[src/rtl/vga_sync_gen_if.sv]
// rtl/vga_sync_gen_if.sv - pixel-enable input and VGA timing outputs of the sync generator
interface vga_sync_gen_if;
  logic       pix_tick;
  logic       hsync;
  logic       vsync;
  logic       video_on;
  logic [9:0] pixel_x;
  logic [9:0] pixel_y;
  logic       line_start;
  logic       frame_start;

  modport master (
    input  pix_tick,
    output hsync, vsync, video_on, pixel_x, pixel_y, line_start, frame_start
  );

  modport slave (
    output pix_tick,
    input  hsync, vsync, video_on, pixel_x, pixel_y, line_start, frame_start
  );
endinterface

[src/rtl/vga_sync_gen.sv]
// rtl/vga_sync_gen.sv - 640x480@60 VGA timing generator advanced by a pixel clock enable
module vga_sync_gen #(
  parameter int H_VISIBLE = 640,
  parameter int H_FRONT   = 16,
  parameter int H_SYNC    = 96,
  parameter int H_BACK    = 48,
  parameter int V_VISIBLE = 480,
  parameter int V_FRONT   = 10,
  parameter int V_SYNC    = 2,
  parameter int V_BACK    = 33,
  parameter bit SYNC_POL  = 1'b0
) (
  input  logic           clk,
  input  logic           reset,
  vga_sync_gen_if.master vga
);
  localparam int H_TOTAL = H_VISIBLE + H_FRONT + H_SYNC + H_BACK;
  localparam int V_TOTAL = V_VISIBLE + V_FRONT + V_SYNC + V_BACK;

  localparam logic [9:0] H_LAST     = 10'(H_TOTAL - 1);
  localparam logic [9:0] V_LAST     = 10'(V_TOTAL - 1);
  localparam logic [9:0] H_VIS      = 10'(H_VISIBLE);
  localparam logic [9:0] V_VIS      = 10'(V_VISIBLE);
  localparam logic [9:0] H_SYNC_BEG = 10'(H_VISIBLE + H_FRONT);
  localparam logic [9:0] H_SYNC_END = 10'(H_VISIBLE + H_FRONT + H_SYNC - 1);
  localparam logic [9:0] V_SYNC_BEG = 10'(V_VISIBLE + V_FRONT);
  localparam logic [9:0] V_SYNC_END = 10'(V_VISIBLE + V_FRONT + V_SYNC - 1);

  logic [9:0] h_cnt_q, h_cnt_d;
  logic [9:0] v_cnt_q, v_cnt_d;
  logic       hsync_q, hsync_d;
  logic       vsync_q, vsync_d;
  logic       video_on_q, video_on_d;
  logic       line_start_q, line_start_d;
  logic       frame_start_q, frame_start_d;

  always_comb begin
    h_cnt_d       = h_cnt_q;
    v_cnt_d       = v_cnt_q;
    line_start_d  = 1'b0;
    frame_start_d = 1'b0;
    if (vga.pix_tick) begin
      if (h_cnt_q == H_LAST) begin
        h_cnt_d      = '0;
        line_start_d = 1'b1;
        if (v_cnt_q == V_LAST) begin
          v_cnt_d       = '0;
          frame_start_d = 1'b1;
        end else begin
          v_cnt_d = v_cnt_q + 10'd1;
        end
      end else begin
        h_cnt_d = h_cnt_q + 10'd1;
      end
    end
    // Decode the next counts so sync/visible flags register alongside the counters they describe
    hsync_d    = (h_cnt_d >= H_SYNC_BEG && h_cnt_d <= H_SYNC_END) ? SYNC_POL : ~SYNC_POL;
    vsync_d    = (v_cnt_d >= V_SYNC_BEG && v_cnt_d <= V_SYNC_END) ? SYNC_POL : ~SYNC_POL;
    video_on_d = (h_cnt_d < H_VIS) && (v_cnt_d < V_VIS);
  end

  always_ff @(posedge clk) begin
    if (reset) begin
      h_cnt_q       <= H_LAST;
      v_cnt_q       <= V_LAST;
      hsync_q       <= ~SYNC_POL;
      vsync_q       <= ~SYNC_POL;
      video_on_q    <= 1'b0;
      line_start_q  <= 1'b0;
      frame_start_q <= 1'b0;
    end else begin
      h_cnt_q       <= h_cnt_d;
      v_cnt_q       <= v_cnt_d;
      hsync_q       <= hsync_d;
      vsync_q       <= vsync_d;
      video_on_q    <= video_on_d;
      line_start_q  <= line_start_d;
      frame_start_q <= frame_start_d;
    end
  end

  assign vga.pixel_x     = h_cnt_q;
  assign vga.pixel_y     = v_cnt_q;
  assign vga.hsync       = hsync_q;
  assign vga.vsync       = vsync_q;
  assign vga.video_on    = video_on_q;
  assign vga.line_start  = line_start_q;
  assign vga.frame_start = frame_start_q;
endmodule

[src/flat_wrapper.sv]
// flat-port wrapper written by rule: the top's interface ports become plain ports
module vga_sync_gen_flat 
#(
  parameter int H_VISIBLE = 640,
  parameter int H_FRONT   = 16,
  parameter int H_SYNC    = 96,
  parameter int H_BACK    = 48,
  parameter int V_VISIBLE = 480,
  parameter int V_FRONT   = 10,
  parameter int V_SYNC    = 2,
  parameter int V_BACK    = 33,
  parameter bit SYNC_POL  = 1'b0
)
  (clk, reset, vga_pix_tick, vga_hsync, vga_vsync, vga_video_on, vga_pixel_x, vga_pixel_y, vga_line_start, vga_frame_start);
  vga_sync_gen_if vga_i ();
  input  logic clk;
  input  logic reset;
  input wire logic [$bits(vga_i.pix_tick)-1:0] vga_pix_tick;
  output wire logic [$bits(vga_i.hsync)-1:0] vga_hsync;
  output wire logic [$bits(vga_i.vsync)-1:0] vga_vsync;
  output wire logic [$bits(vga_i.video_on)-1:0] vga_video_on;
  output wire logic [$bits(vga_i.pixel_x)-1:0] vga_pixel_x;
  output wire logic [$bits(vga_i.pixel_y)-1:0] vga_pixel_y;
  output wire logic [$bits(vga_i.line_start)-1:0] vga_line_start;
  output wire logic [$bits(vga_i.frame_start)-1:0] vga_frame_start;
  assign vga_i.pix_tick = vga_pix_tick;
  assign vga_hsync = vga_i.hsync;
  assign vga_vsync = vga_i.vsync;
  assign vga_video_on = vga_i.video_on;
  assign vga_pixel_x = vga_i.pixel_x;
  assign vga_pixel_y = vga_i.pixel_y;
  assign vga_line_start = vga_i.line_start;
  assign vga_frame_start = vga_i.frame_start;
  vga_sync_gen #(.H_VISIBLE(H_VISIBLE), .H_FRONT(H_FRONT), .H_SYNC(H_SYNC), .H_BACK(H_BACK), .V_VISIBLE(V_VISIBLE), .V_FRONT(V_FRONT), .V_SYNC(V_SYNC), .V_BACK(V_BACK), .SYNC_POL(SYNC_POL)) u_core (.clk(clk), .reset(reset), .vga(vga_i));
endmodule
[config.mk]
export PLATFORM = sky130hd
export DESIGN_NAME = vga_sync_gen_flat
export DESIGN_NICKNAME = d
export VERILOG_FILES = /design/src/rtl/vga_sync_gen_if.sv /design/src/rtl/vga_sync_gen.sv /design/src/flat_wrapper.sv
export SDC_FILE = /design/constraint.sdc
export NUM_CORES = 1
export LEC_CHECK = 0
export ABC_AREA = 1
export BUFFER_PORTS_ARGS = -buffer_cell sky130_fd_sc_hd__buf_2
export CAP_MARGIN = 0
export CORE_ASPECT_RATIO = 0.8
export CORE_MARGIN = 4
export CORE_UTILIZATION = 55
export CTS_CLUSTER_SIZE = 40
export DETAILED_ROUTE_END_ITERATION = 12
export GPL_ROUTABILITY_DRIVEN = 0
export PLACE_DENSITY_LB_ADDON = 0.1
export SLEW_MARGIN = 20
export SYNTH_ARGS = -nofsm -noshare
export SYNTH_HDL_FRONTEND = slang
export SYNTH_SLANG_ARGS = --single-unit
[constraint.sdc]
create_clock -name clk -period 4.7 [get_ports clk]
set_input_delay 0.47 -clock clk [delete_from_list [all_inputs] [get_ports clk]]
set_output_delay 0.47 -clock clk [all_outputs]
set_load 0.02 [all_outputs]
# Word level (Yosys, flattened, before mapping)
# Cells that the tools add are included.
# W data, S select, Z words.
dict set report word_totals {
  output_inout_bits 25
  register_bits 25
}
dict set report classes {
  n_eq_ne 2
  bitwise 2
  n_lt_le_gt_ge 6
  n_mux 9
  add_sub_neg 2
  reduce_logical 5
}
# cell count
set ops {}
lappend ops {{$mux W10} 5}
lappend ops {{$add A10 B1 Y10 const B} 2}
lappend ops {{$eq A10 B10 Y1 const B} 2}
lappend ops {{$ge A10 B10 Y1 const B} 1}
lappend ops {{$ge A10 B9 Y1 const B} 1}
lappend ops {{$le A10 B10 Y1 const B} 1}
lappend ops {{$le A10 B9 Y1 const B} 1}
lappend ops {{$lt A10 B10 Y1 const B} 1}
lappend ops {{$lt A10 B9 Y1 const B} 1}
lappend ops {{$mux W1} 4}
lappend ops {{$logic_and A1 B1 Y1} 3}
lappend ops {{$reduce_or A3 Y1} 1}
lappend ops {{$not A1 Y1} 2}
lappend ops {{$reduce_or A2 Y1} 1}

# Depth between registers and ports, before layout
# Gate-level depths: netlist (run 1).
dict set report logic_depth {
  depth_word 7
  ltp_mapped 13
  ltp_nobuf 13
}

# Worst setup path before layout (run 1)
# OpenSTA, ideal clock, no wires.
dict set report synth_timing {
  path_kind {reg-to-reg}
  start {register u_core.h_cnt_q[0] (netlist: u_core.vga.pixel_x[0])}
  end {register u_core.vsync_q (netlist: u_core.vga.vsync)}
  setup_time_ns 0.114
  arrival_time_ns 1.595
  path_stages_with_launch 12
  setup_slack_ns 2.991
  period_less_slack_ns 1.709
  n_path_buf 1
  cell_sequence {dfxtp_1 ha_1 nand3_2 nor2_2 nand3_2 buf_6 o21ai_2 nand2_2 nor2_4 nand2_1 nor2_1 nand2_1}
}
dict set report synth_via {
  elab_chain_cells 6
  word_cells_on_any_way 7
}
# item line_no
set synth_lines {}
lappend synth_lines {{from (decl)} vga_sync_gen.sv:29} ;# logic [9:0] h_cnt_q, h_cnt_d;
lappend synth_lines {{from (signal assigned)} vga_sync_gen.sv:72} ;# h_cnt_q <= h_cnt_d;
lappend synth_lines {{$eq A10 B10 Y1 *} vga_sync_gen.sv:43} ;# if (h_cnt_q == H_LAST) begin
lappend synth_lines {{$mux W10 *} vga_sync_gen.sv:43}
lappend synth_lines {{$mux W10 *} vga_sync_gen.sv:42} ;# if (vga.pix_tick) begin
lappend synth_lines {{$ge A10 B9 Y1 / $le A10 B9 Y1 (equally long branches)} vga_sync_gen.sv:58} ;# vsync_d = (v_cnt_d >= V_SYNC_BEG && v_cnt_d <= V_SYNC_END) ? SYNC_POL : ~SYNC_POL;
lappend synth_lines {{$logic_and A1 B1 Y1 *} vga_sync_gen.sv:58}
lappend synth_lines {{$mux W1 *} vga_sync_gen.sv:58}
lappend synth_lines {{to (signal assigned)} vga_sync_gen.sv:67} ;# vsync_q <= ~SYNC_POL;
lappend synth_lines {{to (signal assigned)} vga_sync_gen.sv:75} ;# vsync_q <= vsync_d;
lappend synth_lines {{to (decl)} vga_sync_gen.sv:32} ;# logic vsync_q, vsync_d;
# Every way passes the cells marked *; elsewhere a longest branch is shown, timed or not.
# A chain may end at the register's enable or synchronous reset.

# Worst setup path in the final report (run 1)
# Same ends and word-level chain as after synthesis.

==> results.md, run 1 <==
* Status: finished, final reports clean
* Synth Net Count at 238
* Resize count post-CTS at 0
* Hold Crit Start: reset
* Fill cells at 263
* Cell variety after synth at 24
* Number of synthesized flops with an enable pin at 0
* Final Core Density at 65.8%
* Seq/Total Area, Yosys at 35.0%
* Initial antenna violation count at 0
* Post-Syn Instances at 232
* Setup Skew at 6.50 ps
* Synthesized cell area at 1430 um^2
* Data required, critical path at 4950 ps
* Vias in the first global route at 1,227
* Ys async rst share at 0%
* Diode count at 0
* Slew @ Worst Pin at 359 ps
* Top FF cell, synth: dfxtp_1
* Top cells by count, synth: 79 x nand2_1, 35 x nor2_1, 29 x inv_1
* WL/cell at 11.2 um
* Main area contributors after synthesis: dfxtp_1 35%, nand2_1 21%, nor2_1 9.2%
* Hold Buf Count CTS at 0
* Setup TNS at 0 ps
* Insertion delay to the later sink of the worst-skew pair at 340 ps
* Slew headroom at 75.8%
* Min-Delay Endpoint: u_core.vga.pixel_x[6]$_SDFF_PP0_
* Syn. warnings at 0
* Starting density of the core at 58.0%
* Die Ht at 53.6 um
* Area fraction of the dominant cell type after synthesis at 35.0%
* TritonRoute pass-1 iters at 4
* Synth area leader: dfxtp_1
* Flop-to-flop setup slack at 2690 ps
* Clock Pin Slew Worst Setup and Hold Paths at 150 ps
* Clock Tree Root: clkbuf_4
* Pwr per Cell Area at 360 nW/um^2
* First-pass GRT wire length at 5680 um
* Syn_area_per_cell at 6.16 um^2
* Maximum vdd drop at 0.301 mV
* Total Die Area at 3480 um^2
* Crit path arrival time at 2260 ps
* Max-Cap Viols at 0
* Share of layout cells above drive strength 1 at 15.8%
* Via density per instance at 4.90
* Clk sinks at 25
* DRC violations left at 0
* H-tree depth at 1
* Critical Path Fanout Max at 12
* FF-to-FF Start: u_core.vga.pixel_x[0]$_SDFF_PP1_
* R2R depth at 12
* Clock Tree Buf Depth at 2
* Final period utilization at 42.7%
* Crit path time final at 2010 ps
* Final setup viols at 0
* Placed Area at 1590 um^2
* Final ANT Viol Nets at 0
* Layout area overhead at 13.4%
* Nets at 267
* Final hold violation count at 0
* Unrepaired setup endpoints after global routing: false
* Most frequent cell after synthesis: nand2_1
* R2r endpoint: u_core.vga.vsync$_SDFF_PP1_
* Max Slew Vio Count at 0
* Core area at 2460 um^2
* Pleak at 0.872 nW
* FMAX at 498 MHz
* Hold Crit Depth at 2
* HP Class: input port to flop
* Crit end category: flop
* GRT Overall Usage at 21.5%
* CTS tree: yes
* DRT Wirelength at 3320 um
* Register bit total from synthesis at 25
* Post-CTS setup buffers at 0
* Startpoint Class: flop
* Num ports at 28
* Iteration-0 DRC Markers at 132
* Cell Rows at 16
* Fin area at 1620 um^2
* Crit path kind: flop to flop
* I/O Buffers at 27
* Hpwl dp at 2460 um
* Total CTS buffers at 3
* Die X at 65.0 um
* Via count at 1,450
* Largest net degree at the start of global routing at 17
* Grt total ovfl at 0
metrics by stage:
stage / instances / hold WS [ps] / worst slack [ps] / total power, W
finish: 296 / 495 / 2690 / 0.000583
floorplan: 232 / 539 / 2990 / 0.000423
global placement: 292 / 497 / 2740 / 0.000476
CTS: 296 / 488 / 2740 / 0.000584
global route: 296 / 503 / 2520 / 0.000629
detailed placement: 292 / 500 / 2750 / 0.000477
cell families (layout without fill, tap and decap cells):
group                      after synthesis  count (layout)  synth area share (%)
adders and majority gates                3               3                  2.63
xor gates and xnor gates                 2               2                  1.23
DFF                                     25              25                  35.0
and+or+nand+nor                        150             150                  44.9
buffers and inverters                   35              63                  9.81
AOI/OAI and AO/OA                       17              17                  6.39
power breakdown:
part | switching [W] | internal, W | leakage [nW] | total [W]
registers | 0.0000254 | 0.000233 | 0.204 | 0.000258
logic | 0.000148 | 0.0000690 | 0.650 | 0.000217
clock network | 0.0000727 | 0.0000348 | 0.0183 | 0.000108
worst max path at each step:
stage | end | slack [ps] | startpoint | cells after the start
after floorplan | u_core.vga.vsync$_SDFF_PP1_ | 2990 | u_core.vga.pixel_x[0]$_SDFF_PP1_ | 11
after global placement | u_core.vga.vsync$_SDFF_PP1_ | 2740 | u_core.vga.pixel_x[0]$_SDFF_PP1_ | 10
after detailed placement | u_core.vga.vsync$_SDFF_PP1_ | 2750 | u_core.vga.pixel_x[0]$_SDFF_PP1_ | 12
after CTS | u_core.vga.vsync$_SDFF_PP1_ | 2740 | u_core.vga.pixel_x[0]$_SDFF_PP1_ | 12
after global routing | u_core.vga.vsync$_SDFF_PP1_ | 2520 | u_core.vga.pixel_x[0]$_SDFF_PP1_ | 12
final | u_core.vga.vsync$_SDFF_PP1_ | 2690 | u_core.vga.pixel_x[0]$_SDFF_PP1_ | 12
state kept, by name, indices dropped and copies added, names as in the netlist:
signal / flops
u_core.vga.line_start: 1
u_core.vga.vsync: 1
u_core.vga.hsync: 1
u_core.vga.pixel_x: 10
u_core.vga.pixel_y: 10
u_core.vga.frame_start: 1
u_core.vga.video_on: 1
critical path: stages (launching register included):
cell	delay, ps
dfxtp_1	430
ha_1	270
nand3_2	110
nor2_2	110
nand3_2	260
clkinv_1	270
nand2_1	80
nand2_1	110
inv_1	50
nand2_1	60
nand2_1	50
nor2_1	90
nand2_1	60
routing by layer:
layer / track usage, % / vias up / wire [um]
met5: 0 / - / 0
met4: 6.32 / 0 / 36
met3: 4.59 / 5 / 252
met2: 30.2 / 45 / 1260
met1: 32.5 / 621 / 1760
li1: - / 779 / -
placed cells by master (no fill, tap or decap), drive strengths merged, types with 5 or more instances in the layout:
master	instances
dfxtp	25
inv	31
nand2	80
nor2	39
buf	27
a21oi	8
nor3	6
nand4	5
o21ai	8
nand3	19
layout make-up:
type | count | area, um^2 | area share (%)
timing repair buffer | 27 | 135 | 8.34
clock buffer | 3 | 22.5 | 1.39
clock inverter | 1 | 8.76 | 0.541
inverter | 32 | 120 | 7.41
tap | 36 | 45.0 | 2.78
sequential | 25 | 500 | 30.9
multi-input combinational | 172 | 788 | 48.6
No activity file was read; power rests on OpenSTA's default activity.
==> run 2: changes to the inputs <==
--- a/config.mk
+++ b/config.mk
@@ -10,7 +10,7 @@
 export CAP_MARGIN = 0
 export CORE_ASPECT_RATIO = 0.8
 export CORE_MARGIN = 4
-export CORE_UTILIZATION = 55
+export CORE_UTILIZATION = 54
 export CTS_CLUSTER_SIZE = 40
 export DETAILED_ROUTE_END_ITERATION = 12
 export GPL_ROUTABILITY_DRIVEN = 0
==> constraint.sdc (replaced) <==
create_clock -name clk -period 1.9 [get_ports clk]
set_input_delay 0.19 -clock clk [delete_from_list [all_inputs] [get_ports clk]]
set_output_delay 0.19 -clock clk [all_outputs]
set_load 0.02 [all_outputs]
==> run 2 against run 1 <==
Compared with the run above: first-iteration DRC count down 16%; largest power group is now combinational logic; highest routed layer unchanged; combinational power rose to 2.9 times the previous value; non-clock buffer count up 13; worst hold slack worse by 250 ps.
==> results.md, run 2 (synthesis gave the netlist of run 1 again) <==
* DRC violations left at 0 (unchanged)
* Grt total ovfl at 0 (unchanged)
* WL/cell at 11.2 um (+0.39%)
* Iteration-0 DRC Markers at 111 (-16%)
* Fill cells at 251 (-4.6%)
* Commonest non-fill, non-tap cells in the layout: 79 x nand2_1, 35 x nor2_1, 29 x inv_1
* Total Die Area at 3540 um^2 (+1.6%)
* Pwr per Cell Area at 865 nW/um^2 (+140%)
* Slew @ Worst Pin at 293 ps (-65.5 ps)
* Total CTS buffers at 3 (unchanged)
* Largest net degree at the start of global routing at 16 (-1)
* Max Slew Vio Count at 0 (unchanged)
* Initial antenna violation count at 0 (unchanged)
* Hold Buf Count CTS at 0 (unchanged)
* Clock Tree Root: clkbuf_4
* Worst path cell trace: ha_2, nand3_2, nor2_2, nand3_4, buf_4, or2_2, nand2_1, nand3_1, nor2_1
* CP max stage cell: dfxtp_4
* Via density per instance at 4.88 (-0.38%)
* Startpoint Class: flop
* Slew headroom at 80.2% (+4.4 points)
* H-tree depth at 1 (unchanged)
* Final ANT Viol Nets at 0 (unchanged)
* Max-Cap Viols at 0 (unchanged)
* R2r endpoint: u_core.vga.video_on$_SDFF_PP0_
* DRT Wirelength at 3480 um (+4.8%)
* Register area at 507 um^2 (+1.2%)
* Data required, critical path at 2170 ps (-2780 ps)
* Final period utilization at 91.2% (+48 points)
* Core area at 2480 um^2 (+0.81%)
* Clock Tree Buf Depth at 2 (unchanged)
* HP Class: input port to flop
* Flop-to-flop setup slack at 170 ps (-2520 ps)
* Setup TNS at 0 ps (unchanged)
* Crit path kind: flop to flop
* I/O Buffers at 27 (unchanged)
* Num ports at 28 (unchanged)
* Pleak at 0.935 nW (+7.1%)
* Setup Skew at 8.76 ps (+2.26 ps)
* FMAX at 577 MHz (+16%)
* Die X at 65.5 um (+0.81%)
* Status: finished, final reports clean
* CTS tree: yes
* Hold Crit Start: reset
* Crit path arrival time at 2010 ps (-250 ps)
* TritonRoute pass-1 iters at 4 (unchanged)
* FF-to-FF Start: u_core.vga.pixel_x[0]$_SDFF_PP1_
* R2R depth at 9 (-3)
* Power Total at 0.00150 W (+160%)
* Vias in the first global route at 1,256 (+2.4%)
* Crit path largest cell delay at 380 ps (-50 ps)
* Crit path time final at 1730 ps (-276 ps)
* Share of layout cells above drive strength 1 at 22.0% (+6.2 points)
* Clock Pin Slew Worst Setup and Hold Paths at 140 ps (about the same)
* Critical Path Fanout Max at 6 (-6)
* First-pass GRT wire length at 5530 um (-2.7%)
* Final hold violation count at 0 (unchanged)
* Hpwl dp at 2640 um (+7.3%)
* Most common cell after layout, fill and taps aside: nand2_1
* GRT Overall Usage at 20.5% (-1.0 points)
* Die Ht at 54.0 um (+0.78%)
* Clk sinks at 25 (unchanged)
* Hold Crit Depth at 3 (+1)
* Cell Rows at 16 (unchanged)
* Area occupied by multi-input gates at 803 um^2 (+1.9%)
* Diode count at 0 (unchanged)
* Final Core Density at 70.1% (+4.3 points)
* Maximum vdd drop at 0.638 mV (+110%)
* Layout area overhead at 21.7%
* Crit end category: flop
* Starting density of the core at 57.6% (-0.47 points)
* Nets at 280 (+4.9%)
* Min-Delay Endpoint: u_core.vga.pixel_x[0]$_SDFF_PP1_
* Final setup viols at 0 (unchanged)
* Insertion delay to the later sink of the worst-skew pair at 330 ps (about the same)
* Via count at 1,508 (+4.0%)
[run 2: layout make-up]
cell class              instances  area share [%]
clock inverters                 1           0.288
clock buffers                   3            1.29
flip-flops and latches         25            29.1
multi-input cells             172            46.2
well taps                      36            2.59
repair buffers                 40            13.4
inverters                      32            7.12
[run 2: worst max-delay path: cells and delay by family (launching register included)]
family / cells / cell delay [ps]
DFF: 1 / 380
and+or+nand+nor: 7 / 920
adders and majority gates: 1 / 180
buffers and inverters: 1 / 180
[run 2: through the flow]
| stage | hold slack [ps] | setup WS, ps | std cells | instance area (um^2) |
|---|---|---|---|---|
| after detailed placement | 500 | 78.6 | 302 | 1660 |
| after CTS | 235 | 66.1 | 306 | 1690 |
| after global routing | 248 | -7.29 | 309 | 1740 |
| after floorplan | 259 | 191 | 232 | 1430 |
| after global placement | 491 | 163 | 302 | 1660 |
| final | 244 | 168 | 309 | 1740 |
[run 2: where the power goes]
part | total, W | switching, W | internal [W]
logic | 0.000636 | 0.000409 | 0.000227
registers | 0.000623 | 0.0000458 | 0.000577
clock network | 0.000246 | 0.000167 | 0.0000792
total | 0.00150 | 0.000622 | 0.000883
[run 2: repair_timing]
action / in CTS / in global routing
buffers inserted: 0 / 3
resized for setup: 0 / 8
endpoints found under the setup margin: 0 / 3
[run 2: how the worst max path moves through the flow]
| stage | start | end | slack [ps] |
|---|---|---|---|
| after floorplan | u_core.vga.pixel_x[0]$_SDFF_PP1_ | u_core.vga.vsync$_SDFF_PP1_ | 190 |
| after global placement | u_core.vga.pixel_x[0]$_SDFF_PP1_ | u_core.vga.vsync$_SDFF_PP1_ | 160 |
| after detailed placement | u_core.vga.pixel_x[0]$_SDFF_PP1_ | u_core.vga.vsync$_SDFF_PP1_ | 80 |
| after CTS | u_core.vga.pixel_x[0]$_SDFF_PP1_ | u_core.vga.video_on$_SDFF_PP0_ | 70 |
| after global routing | u_core.vga.pixel_x[0]$_SDFF_PP1_ | u_core.vga.video_on$_SDFF_PP0_ | -7 |
| final | u_core.vga.pixel_x[0]$_SDFF_PP1_ | u_core.vga.video_on$_SDFF_PP0_ | 170 |
[run 2: layer usage]
layer  track usage, %  wire, um  vias up
li1                 -         -      801
met1             28.5      1800      669
met2             31.9      1460       35
met3             5.43       191        3
met4             4.14        17        0
met5                0         0        -
